`config.mk`:
```
export PLATFORM = sky130hd
export DESIGN_NAME = imem_boot_loader
export DESIGN_NICKNAME = d
export VERILOG_FILES = /design/src/rtl/imem_boot_loader.sv
export SDC_FILE = /design/constraint.sdc
export NUM_CORES = 1
export LEC_CHECK = 0
export ABC_AREA = 1
export BUFFER_PORTS_ARGS = -buffer_cell sky130_fd_sc_hd__buf_2
export CAP_MARGIN = 20
export CORE_ASPECT_RATIO = 1.2
export CORE_MARGIN = 2
export CORE_UTILIZATION = 30
export DETAILED_ROUTE_END_ITERATION = 7
export GPL_TIMING_DRIVEN = 0
export PLACE_DENSITY = 0.5
export SYNTH_ARGS = -nofsm -noshare
export SYNTH_HDL_FRONTEND = slang
export SYNTH_SLANG_ARGS = --single-unit
```
`constraint.sdc`:
```
create_clock -name clk -period 2.1 [get_ports clk]
set_clock_uncertainty 0.15 [all_clocks]
set_input_delay 0.42 -clock clk [delete_from_list [all_inputs] [get_ports clk]]
set_output_delay 0.42 -clock clk [all_outputs]
set_load 0.005 [all_outputs]
```
`src/rtl/imem_boot_loader.sv`:
```
// Boot loader that turns a framed byte stream into instruction-memory word writes.
// It holds the core in reset until the whole image has arrived and its XOR checksum matches.
module imem_boot_loader #(
    parameter int          DEPTH_WORDS    = 1024,
    parameter logic [31:0] BASE_ADDR      = 32'h0,
    parameter int          TIMEOUT_CYCLES = 100000
) (
    input  logic        clk,
    input  logic        rst,
    input  logic        rx_valid,
    input  logic [7:0]  rx_data,
    output logic        rx_ready,
    input  logic        restart,
    output logic        imem_we,
    output logic [31:0] imem_addr,
    output logic [31:0] imem_wdata,
    output logic        core_rst_n,
    output logic        done,
    output logic        error
);
    localparam int IDX_W = $clog2(DEPTH_WORDS + 1);
    localparam int TO_W  = $clog2(TIMEOUT_CYCLES + 1);

    localparam logic [2:0] ST_HDR0  = 3'd0;
    localparam logic [2:0] ST_HDR1  = 3'd1;
    localparam logic [2:0] ST_DATA  = 3'd2;
    localparam logic [2:0] ST_WRITE = 3'd3;
    localparam logic [2:0] ST_CSUM  = 3'd4;
    localparam logic [2:0] ST_DONE  = 3'd5;
    localparam logic [2:0] ST_ERROR = 3'd6;

    logic [2:0]       state_reg, state_next;
    logic [15:0]      cnt_reg, cnt_next;
    logic [IDX_W-1:0] idx_reg, idx_next;
    logic [1:0]       byte_idx_reg, byte_idx_next;
    logic [7:0]       csum_reg, csum_next;
    logic [TO_W-1:0]  to_cnt_reg, to_cnt_next;
    logic             we_reg, we_next;
    logic [31:0]      addr_reg, addr_next;
    logic [31:0]      wdata_reg, wdata_next;
    logic             done_reg, done_next;
    logic             error_reg, error_next;
    logic             core_rst_n_reg, core_rst_n_next;

    logic             accept;
    logic             timing_state;
    logic [TO_W-1:0]  to_cnt_inc;
    logic [31:0]      hdr_cnt;

    assign rx_ready = rst && ((state_reg == ST_HDR0) || (state_reg == ST_HDR1) ||
                              (state_reg == ST_DATA) || (state_reg == ST_CSUM));
    assign accept       = rx_valid && rx_ready;
    assign timing_state = (state_reg == ST_HDR1) || (state_reg == ST_DATA) ||
                          (state_reg == ST_WRITE) || (state_reg == ST_CSUM);
    assign to_cnt_inc   = to_cnt_reg + 1'b1;
    assign hdr_cnt      = 32'({rx_data, cnt_reg[7:0]});

    always_comb begin
        state_next      = state_reg;
        cnt_next        = cnt_reg;
        idx_next        = idx_reg;
        byte_idx_next   = byte_idx_reg;
        csum_next       = csum_reg;
        to_cnt_next     = to_cnt_reg;
        we_next         = 1'b0;
        addr_next       = addr_reg;
        wdata_next      = wdata_reg;
        done_next       = done_reg;
        error_next      = error_reg;
        core_rst_n_next = core_rst_n_reg;

        if (timing_state) begin
            to_cnt_next = accept ? '0 : to_cnt_inc;
        end

        case (state_reg)
            ST_HDR0: begin
                to_cnt_next = '0;
                if (accept) begin
                    cnt_next[7:0] = rx_data;
                    csum_next     = csum_reg ^ rx_data;
                    state_next    = ST_HDR1;
                end
            end
            ST_HDR1: begin
                if (accept) begin
                    cnt_next[15:8] = rx_data;
                    csum_next      = csum_reg ^ rx_data;
                    byte_idx_next  = 2'd0;
                    if (hdr_cnt > 32'(DEPTH_WORDS)) begin
                        state_next = ST_ERROR;
                        error_next = 1'b1;
                    end else if (hdr_cnt == 32'd0) begin
                        state_next = ST_CSUM;
                    end else begin
                        state_next = ST_DATA;
                    end
                end
            end
            ST_DATA: begin
                if (accept) begin
                    wdata_next[{byte_idx_reg, 3'b000} +: 8] = rx_data;
                    csum_next     = csum_reg ^ rx_data;
                    byte_idx_next = byte_idx_reg + 2'd1;
                    if (byte_idx_reg == 2'd3) begin
                        // Strobe and address are registered so they line up with the WRITE state.
                        we_next    = 1'b1;
                        addr_next  = BASE_ADDR + (32'(idx_reg) << 2);
                        state_next = ST_WRITE;
                    end
                end
            end
            ST_WRITE: begin
                idx_next = idx_reg + 1'b1;
                if (32'(idx_reg) + 32'd1 == 32'(cnt_reg)) begin
                    state_next = ST_CSUM;
                end else begin
                    state_next = ST_DATA;
                end
            end
            ST_CSUM: begin
                if (accept) begin
                    if (rx_data == csum_reg) begin
                        state_next      = ST_DONE;
                        done_next       = 1'b1;
                        core_rst_n_next = 1'b1;
                    end else begin
                        state_next = ST_ERROR;
                        error_next = 1'b1;
                    end
                end
            end
            ST_DONE, ST_ERROR: begin
                if (restart) begin
                    state_next      = ST_HDR0;
                    done_next       = 1'b0;
                    error_next      = 1'b0;
                    csum_next       = 8'h00;
                    idx_next        = '0;
                    byte_idx_next   = 2'd0;
                    to_cnt_next     = '0;
                    core_rst_n_next = 1'b0;
                end
            end
            default: begin
                state_next = ST_HDR0;
            end
        endcase

        // A byte arriving in the same cycle always beats the timeout.
        if (timing_state && !accept && (to_cnt_inc == TO_W'(TIMEOUT_CYCLES))) begin
            state_next      = ST_ERROR;
            error_next      = 1'b1;
            we_next         = 1'b0;
            core_rst_n_next = 1'b0;
        end
    end

    always_ff @(posedge clk or negedge rst) begin
        if (!rst) begin
            state_reg      <= ST_HDR0;
            cnt_reg        <= '0;
            idx_reg        <= '0;
            byte_idx_reg   <= 2'd0;
            csum_reg       <= 8'h00;
            to_cnt_reg     <= '0;
            we_reg         <= 1'b0;
            addr_reg       <= 32'h0;
            wdata_reg      <= 32'h0;
            done_reg       <= 1'b0;
            error_reg      <= 1'b0;
            core_rst_n_reg <= 1'b0;
        end else begin
            state_reg      <= state_next;
            cnt_reg        <= cnt_next;
            idx_reg        <= idx_next;
            byte_idx_reg   <= byte_idx_next;
            csum_reg       <= csum_next;
            to_cnt_reg     <= to_cnt_next;
            we_reg         <= we_next;
            addr_reg       <= addr_next;
            wdata_reg      <= wdata_next;
            done_reg       <= done_next;
            error_reg      <= error_next;
            core_rst_n_reg <= core_rst_n_next;
        end
    end

    assign imem_we    = we_reg;
    assign imem_addr  = addr_reg;
    assign imem_wdata = wdata_reg;
    assign done       = done_reg;
    assign error      = error_reg;
    assign core_rst_n = core_rst_n_reg;

endmodule
```
Word level (Yosys, flattened, before mapping)
Cells that the tools add are included.
{ "classes": {"n_addsub": 5, "mul": 0, "div": 0, "order_cmp": 1, "n_eq_ne": 25, "shifts": 2, "mux": 41, "n_bitwise": 1, "n_reduce_logical": 32} }
{ "ops": {"columns": ["cell", "count"], "rows": [
  ["two-way mux 17 bit", 3],
  ["one-hot mux 17 bit (2 select lines)", 1],
  ["bitwise mux 32 bit", 1],
  ["logical NOT 32 bit", 1],
  ["variable shift 8 x 7 -> 32 bit, first input constant", 1],
  ["indexed part select 8 x 7 -> 32 bit", 1],
  ["two-way mux 3 bit", 10],
  ["one-hot mux 11 bit (2 select lines)", 1],
  ["one-hot mux 3 bit (6 select lines)", 1],
  ["adder 17 x 1 -> 17 bit, second input constant", 1],
  ["equality test 17 bit, second input constant", 1],
  ["equality test 12 x 16 -> 1 bit", 1],
  ["greater-than comparator 16 x 11 -> 1 bit, second input constant", 1],
  ["two-way mux 8 bit", 2],
  ["one-hot mux 8 bit (2 select lines)", 1],
  ["inequality test 3 x 2 -> 1 bit, second input constant", 5],
  ["two-way mux 1 bit", 13],
  ["adder 11 x 1 -> 12 bit, second input constant", 1],
  ["AND reduction 4 bit", 3],
  ["AND reduction 6 bit", 2],
  ["adder 11 x 1 -> 11 bit, second input constant", 1],
  ["two-way mux 11 bit", 1],
  ["equality test 3 bit, second input constant", 3],
  ["inequality test 3 x 1 -> 1 bit, second input constant", 3],
  ["25 further kinds", 48]
]} }
{ "totals": {"ff_bits": 104, "latch_bits": 0, "ram_bits": 0, "romBits": 0, "in_bits": 12, "output_inout_bits": 69, "word_cells": 120, "memories": 0} }

Logic depth before layout (Yosys ltp)
Gate-level depths: netlist (run 1).
{ "depth": {"word_depth": 11, "depth_mapped": 16, "depth_no_buf": 16} }

Worst setup path before layout (run 1)
OpenSTA, ideal clock, no wires.
{ "synth_path": {"path_kind": "register to register", "start": "reg to_cnt_reg[0]", "end": "reg core_rst_n_reg (netlist: core_rst_n)", "setup_time_ns": 0.077, "t_arrival_ns": 1.622, "t_required_ns": 1.873, "slack_ns": 0.251, "stages_incl_launch_ff": 14, "path_buffers": 0, "synth_period_minus_slack_ns": 1.849, "cell_sequence": "dfrtp_1 > ha_1 > nand3_2 > nor2_4 > nand2_1 > nor2_1 > nand2_1 > nand2_1 > nand2_1 > nor2_2 > nand3_2 > nand2_1 > nand2_1 > a21oi_1"} }
{ "synth_via": {"elab_chain_cells": 5, "elab_cells_between_ends": 9, "cone_classes": "1 x add/sub; 4 x eq/ne; 1 x mux; 3 x reduce/logical"} }
{ "synth_lines": {"columns": ["item", "line_no", "rtl"], "rows": [
  ["from (decl)", "37", "logic [TO_W-1:0] to_cnt_reg, to_cnt_next;"],
  ["from (signal assigned)", "179", "to_cnt_reg <= to_cnt_next;"],
  ["adder 17 x 1 -> 17 bit *", "55", "assign to_cnt_inc = to_cnt_reg + 1'b1;"],
  ["equality test 17 bit *", "151", "if (timing_state && !accept && (to_cnt_inc == TO_W'(TIMEOUT_CYCLES))) begin"],
  ["logical AND 1 bit *", "151", null],
  ["inequality test 3 x 1 -> 1 bit (no source line), or another cell as far along", null, null],
  ["AND reduction 4 bit (no source line)", null, null],
  ["to (signal assigned)", "185", "core_rst_n_reg <= core_rst_n_next;"],
  ["to (decl)", "43", "logic core_rst_n_reg, core_rst_n_next;"]
]} }
Mark *: on every way between the ends. The rest lies on a longest branch, timed or not.
A chain may end at the register's enable or synchronous reset.

Worst setup path after layout (run 1)
{ "layout_path": {"start": "reg state_reg[1]", "end": "out rx_ready"} }
{ "layout_via": {"elab_chain_cells": 5, "elab_cells_between_ends": 8, "cone_classes": "3 x eq/ne; 5 x reduce/logical"} }
{ "layout_lines": {"columns": ["item", "line_no", "rtl"], "rows": [
  ["from (decl)", "32", "logic [2:0] state_reg, state_next;"],
  ["from (signal assigned)", "174", "state_reg <= state_next;"],
  ["equality test 3 x 1 -> 1 bit or logical NOT 3 bit (tied branches)", "50", "assign rx_ready = rst && ((state_reg == ST_HDR0) || (state_reg == ST_HDR1) ||"],
  ["logical OR 1 bit (2 in a row)", "50", null],
  ["logical OR 1 bit *", "51", "(state_reg == ST_DATA) || (state_reg == ST_CSUM));"],
  ["logical AND 1 bit *", "50", null],
  ["to (decl)", "12", "output logic rx_ready,"]
]} }
Marked as above.

==> flow_summary.json, run 1 <==
{
  "drive_above_1_share": 0.215,
  "p_comb_frac": 0.386,
  "initial_utilization": 0.304,
  "cp.arrival_ps": 1490,
  "placed_cells": 1105,
  "dpl.hpwl_mm": 11.3,
  "gr-total-overflow": 0,
  "avgRoutedWirePerCell_um": 13.8,
  "p_clk_frac": 0.224,
  "cp_common_cell": "nor2_4",
  "syn2layout_area_growth_pct": 23.5,
  "vias": 5250,
  "rows": 56,
  "cpPeakStageDelay_ps": 440,
  "grt_pass1_wl_mm": 25.7,
  "io_buffers": 56,
  "cp-start-kind": "flop",
  "worst_pin_slew_ps": 563,
  "clock_path_buffers": 2,
  "netlist-cell-type-count": 38,
  "gr-usage-all-layers": 0.157,
  "crit_path_cell_trace": "nor2_4, nor2_4, nor2_4, buf_4, buf_2",
  "cp_max_fo": 5,
  "max_freq_ghz": 0.486,
  "insertion_delay_ps": 360,
  "floorplan.die_area_um2": 20700,
  "cts_num_sinks": 104,
  "synthCells": 767,
  "r2r_cells": 8,
  "synth_edf_count": 0,
  "critPathRequiredTime_ps": 1530,
  "internal_power_mw": 4.30,
  "yosysMostFrequentCell": "nand2_1",
  "gp_congestion": 0.840,
  "yosys_warnings": 0,
  "drt_first_pass_iters": 5,
  "rsz0062_at_grt": "yes",
  "max-vdd-ir-drop_mv": 0.529,
  "cts_root_buf": "clkbuf_16",
  "setup-tns-final_ps": 0,
  "drc": 0,
  "yosysTopAreaCell": "dfrtp_1",
  "wl_mm": 15.7,
  "drv_slew": 0,
  "grt_start_max_net_pins": 38,
  "drtIter0Drc": 296,
  "min_period_ps": 2060,
  "syn-cell-area_um2": 5870,
  "numCtsBuffers": 9,
  "setup_slack_ps": 43.2,
  "antenna_found_initial": 0,
  "timing.final.crit_share": 0.979,
  "largest_reg_flops": 32,
  "power_mw": 7.33,
  "place_ws_ps": -779,
  "antenna_cells": 0,
  "holdWs_ps": 5.51,
  "yosys-top-cells-count": "nand2_1, dfrtp_1, nor2_1, inv_1, nand3_1",
  "p_seq_frac": 0.390,
  "synth_seq_cells": 104,
  "stdcell_area_um2": 7250,
  "cts_tree": "done",
  "endpoint_kind": "primary output",
  "io_pins": 81,
  "avgViaCountPerCell": 4.60,
  "core_area_um2": 19300,
  "grt_pass1_vias": 4942,
  "outcome": "completed",
  "reg2reg_to": "imem_wdata[29]",
  "synth_ff_type": "dfrtp_1",
  "worstHoldPathType": "in -> async",
  "leakagePower_nw": 3.56,
  "setup_violations": 0,
  "slew_headroom": 0.623,
  "h-tree-depth": 3,
  "place_area_um2": 6580,
  "r2r-start": "state_reg[1]",
  "final_core_util": 0.375,
  "layout.nets": 896,
  "crit_type": "reg -> out",
  "drv_cap": 0,
  "p_sw_mw": 3.03,
  "p_per_area_nw_per_um2": 1010,
  "async_reset_ff_frac": 1.00,
  "drtAntennaViolNets": 0,
  "die_w_um": 132,
  "dieHeight_um": 157,
  "synth_top_area_frac": 0.443,
  "cp_slowest_cell": "dfrtp_2",
  "hold_viol": 0,
  "switching_share": 0.414,
  "syn_area_per_cell_um2": 7.65,
  "synthTopCellsByArea": "dfrtp_1, nand2_1, nand3_1",
  "r2r_setup_slack_ps": 90,
  "clk_pin_slew_ps": 70,
  "finalNonFillerCells": 1141,
  "yosysSeqAreaShare": 0.443
}
-- power by group through the flow --
| stage | combinational (mW) | sequential (mW) | clock [mW] |
|---|---|---|---|
| after floorplan | 1.88 | 2.78 | 0 |
| after global placement | 2.63 | 2.86 | 0 |
| after detailed placement | 2.65 | 2.87 | 0 |
| after CTS | 2.74 | 2.83 | 1.69 |
| after global routing | 3.22 | 2.93 | 1.77 |
| final | 2.82 | 2.86 | 1.64 |
-- layout by cell type (no fill, tap or decap), types with 3 or more instances in the layout --
cell          n
a21oi_1      34
a22oi_1       6
buf_12        4
buf_2        63
buf_4        38
clkbuf_1      7
clkbuf_16     9
clkbuf_2      3
clkinvlp_4    3
conb_1       21
dfrtp_1      96
dfrtp_2       8
ha_1          7
inv_1        73
mux2_2        3
nand2_1     194
nand2_2      10
nand3_1      64
nand3b_1      3
nand4_1      24
nor2_1       70
nor2_2       12
nor2_4       15
nor3_1        9
o21ai_0      54
o21ai_1       4
o21bai_1      4
o22ai_1       5
xnor2_1       5
xor2_1        4
-- area by class of cell --
cell class,instances,area (µm²)
tap,261,327
clock buffer,12,246
timing repair buffer,77,541
clock inverter,4,28.8
sequential,104,2610
multi-input combinational,565,2930
fill,2057,12100
inverter,78,313
buffer,40,254
-- what timing repair did --
item	CTS	global route
gates cloned	1	0
setup buffers	1	13
hold buffers	5	0
pin swaps	0	14
setup endpoints to repair	104	67
resized for setup	13	45
endpoints found under the hold margin	37	0
-- per-layer routing --
metal	GRT usage	vias up	wire length [µm]
li1	-	2683	-
met2	0.264	114	7410
met5	0	-	0
met3	0.0222	14	576
met1	0.205	2439	7520
met4	0.0606	0	240
-- worst max-delay path by stage --
stage                     from             end  slack (ps)  depth (start not counted)
2_1_floorplan    to_cnt_reg[0]      core_rst_n         250                         13
3_3_place_gp               rst  imem_wdata[29]       -2060                          8
3_5_place_dp               rst  imem_wdata[29]        -780                          9
4_1_cts        byte_idx_reg[0]  imem_wdata[19]         0.5                          7
5_1_grt          to_cnt_reg[1]      core_rst_n         -80                         13
6_report          state_reg[1]        rx_ready          40                          5
-- cells by family after synthesis --
logic type	count (synthesis)	share of synthesized area
AO/OA/AOI/OAI	114	0.107
XOR/XNOR	9	0.0134
adder cells (fa/ha/maj)	9	0.0192
buffers and inverters	118	0.0936
flip-flops	104	0.443
multiplexers	3	0.00575
other	1	0.000639
AND/OR/NAND/NOR	409	0.318
-- critical path: cells and delay by family (launching register included) --
kind / cells / cell delay [ps]
DFF: 1 / 440
and+or+nand+nor: 3 / 450
buffers and inverters: 2 / 240
Note: power is estimated with default switching activity, not from simulation.
==> run 2, diff against run 1 <==
- ABC_AREA: 1 -> not set
- CORE_MARGIN: 2 -> not set
==> flow_summary.json, run 2 <==
{
  "outcome": "finished with violations",
  "violations": "negative setup slack",
  "max-vdd-ir-drop_mv": 0.455,
  "antenna_cells": 0,
  "numCtsBuffers": 9,
  "crit_type": "reg -> reg",
  "core_area_um2": 19000,
  "cts_tree": "done",
  "r2r_cells": 8,
  "setup_violations": 1,
  "drc": 0,
  "drtAntennaViolNets": 0,
  "drtIter0Drc": 308,
  "async_reset_ff_frac": 1.00,
  "crit_path_cell_trace": "ha_4, nand4_4, buf_6, nor4_4, xnor2_1, o21a_1, o2111ai_4, a21boi_2",
  "p_per_area_nw_per_um2": 1100,
  "yosysTopAreaCell": "dfrtp_1",
  "die_w_um": 129,
  "syn-cell-area_um2": 5840,
  "cp-startpoint": "to_cnt_reg[0]",
  "n_fill_cell": 1870,
  "yosysSeqAreaShare": 0.446,
  "wl_mm": 16.3,
  "synth_seq_cells": 104,
  "grt_pass1_vias": 4992,
  "yosys_warnings": 0,
  "largest_reg_flops": 32,
  "slew_headroom": 0.519,
  "cp_max_fo": 5,
  "drt_first_pass_iters": 8,
  "synthCells": 647,
  "final_cell_mix": "nand2_1, dfrtp_1, o21ai_0",
  "yosys-top-cells-count": "dfrtp_1, nand2_1, o21ai_0, nor2_1, a21oi_1",
  "path_delay_family": "compound AO/OA/AOI/OAI gates",
  "clock_path_buffers": 2,
  "synth_top_area_frac": 0.446,
  "netlist-cell-type-count": 73,
  "timing.final.crit_share": 1.01,
  "floorplan.die_area_um2": 20000,
  "grt_start_max_net_pins": 29,
  "layout_commonest_cell": "nand2_1",
  "syn2layout_area_growth_pct": 30.8,
  "cp-start-kind": "flop",
  "rows": 55,
  "min_period_ps": 2110,
  "vias": 5176,
  "cp.arrival_ps": 2200,
  "insertion_delay_ps": 360,
  "critPathRequiredTime_ps": 2190,
  "io_buffers": 52,
  "syn_area_per_cell_um2": 9.03,
  "cts_num_sinks": 104,
  "gr-total-overflow": 0,
  "drv_slew": 0,
  "drv_cap": 0,
  "r2r_setup_slack_ps": -10,
  "hold_viol": 0,
  "clk_pin_slew_ps": 70,
  "synthTopCellsByArea": "dfrtp_1, o21ai_0, nand2_1",
  "setup_slack_ps": -13.2,
  "drive_above_1_share": 0.316,
  "final_core_util": 0.402,
  "endpoint_kind": "flop",
  "dpl.hpwl_mm": 10.7,
  "synth_edf_count": 0,
  "cp-endpoint": "core_rst_n",
  "worst_pin_slew_ps": 722,
  "layout.nets": 787,
  "antenna_found_initial": 0,
  "cp_slowest_cell": "dfrtp_2",
  "worstHoldPathType": "in -> async",
  "gp_congestion": 0.883,
  "dieHeight_um": 155,
  "path_buf_inv": 1,
  "cts_root_buf": "clkbuf_16",
  "max_freq_ghz": 0.473,
  "synth_ff_type": "dfrtp_1",
  "power_mw": 8.44,
  "grt_pass1_wl_mm": 26.2,
  "initial_utilization": 0.307,
  "h-tree-depth": 3,
  "avgViaCountPerCell": 5.04,
  "yosysMostFrequentCell": "dfrtp_1",
  "reg2reg_to": "core_rst_n",
  "cp_num_cells": 8,
  "rsz0062_at_grt": "yes",
  "avgRoutedWirePerCell_um": 15.9,
  "cpPeakStageDelay_ps": 450,
  "leakagePower_nw": 3.42,
  "r2r-start": "to_cnt_reg[0]",
  "gr-usage-all-layers": 0.168,
  "holdWs_ps": 15.9,
  "io_pins": 81
}
[run 2: cell count changes after synthesis, moves of 6 or more]
cell      before  now
and3_1         0    7
inv_1         74   10
nand4_1       24   11
a31oi_1        0    6
nand2_1      201  101
clkbuf_1       8   18
nor2_1        82   52
mux2_2         3   25
o21ai_0       57   83
xnor2_1        5   23
nand3_1       64   19
o31ai_1        0    7
nor2_4         9    0
[run 2: what timing repair did]
| action | CTS | global route |
|---|---|---|
| setup endpoints to repair | 104 | 82 |
| buffers inserted | 17 | 12 |
| gates resized for setup | 52 | 65 |
| hold buffers | 7 | 0 |
| endpoints found under the hold margin | 76 | 0 |
| pin swaps | 5 | 17 |
| gates cloned | 2 | 0 |
[run 2: per-stage QoR]
| stage | instance area (µm²) | worst slack [ps] | setup TNS [ps] | instances |
|---|---|---|---|---|
| after floorplan | 5910 | 79.8 | 0 | 667 |
| after global placement | 6490 | -2420 | -262740 | 975 |
| after detailed placement | 6530 | -1070 | -77990 | 976 |
| after CTS | 7350 | -51.3 | -57.4 | 1016 |
| after global routing | 7640 | -117 | -446 | 1027 |
| final | 7640 | -13.2 | -13.2 | 1027 |
[run 2: power breakdown]
group	switching, mW	internal (mW)
Combinational	1.98	1.55
Clock	0.822	0.946
Sequential	0.517	2.62
[run 2: cell families (layout without fill, tap and decap cells)]
logic type | count (synthesis) | in the layout | synth area share
and+or+nand+nor | 247 | 247 | 0.212
AOI/OAI and AO/OA | 156 | 156 | 0.157
xor gates and xnor gates | 28 | 28 | 0.0420
other | 1 | 21 | 0.000642
muxes | 29 | 29 | 0.0555
DFF | 104 | 104 | 0.446
buffers and inverters | 72 | 176 | 0.0666
adders and majority gates | 10 | 10 | 0.0210
[run 2: worst min-delay path: stages]
cell and delay (ps):
buf_16 80, buf_12 100, buf_12 90, buf_12 170
[run 2: area by class of cell]
cell class / count / area (µm²) / share of cell area
Sequential cell: 104 / 2620 / 0.342
Clock inverter: 6 / 76.3 / 0.0100
Timing Repair Buffer: 91 / 742 / 0.0972
Buffer: 59 / 390 / 0.0511
Multi-Input combinational cell: 491 / 3220 / 0.422
Tap cell: 256 / 320 / 0.0419
Clock buffer: 10 / 229 / 0.0300
Inverter: 10 / 41.3 / 0.00541
[run 2: layer usage]
metal / global-route usage / vias to the layer above / routed length, µm
met1: 0.213 / 2529 / 7150
met5: 0 / - / 0
li1: - / 2469 / -
met4: 0.0639 / 0 / 365
met3: 0.0259 / 30 / 628
met2: 0.284 / 148 / 8180
[run 2: worst min path at each step]
stage	startpoint	end	slack [ps]	depth (start not counted)
after floorplan	rst	byte_idx_reg[0]	-30	0
after global placement	imem_wdata[22]	imem_wdata[22]	310	2
after detailed placement	imem_wdata[21]	imem_wdata[21]	320	2
after CTS	rst	idx_reg[1]	20	4
after global routing	rst	idx_reg[1]	20	4
final	rst	idx_reg[1]	20	4
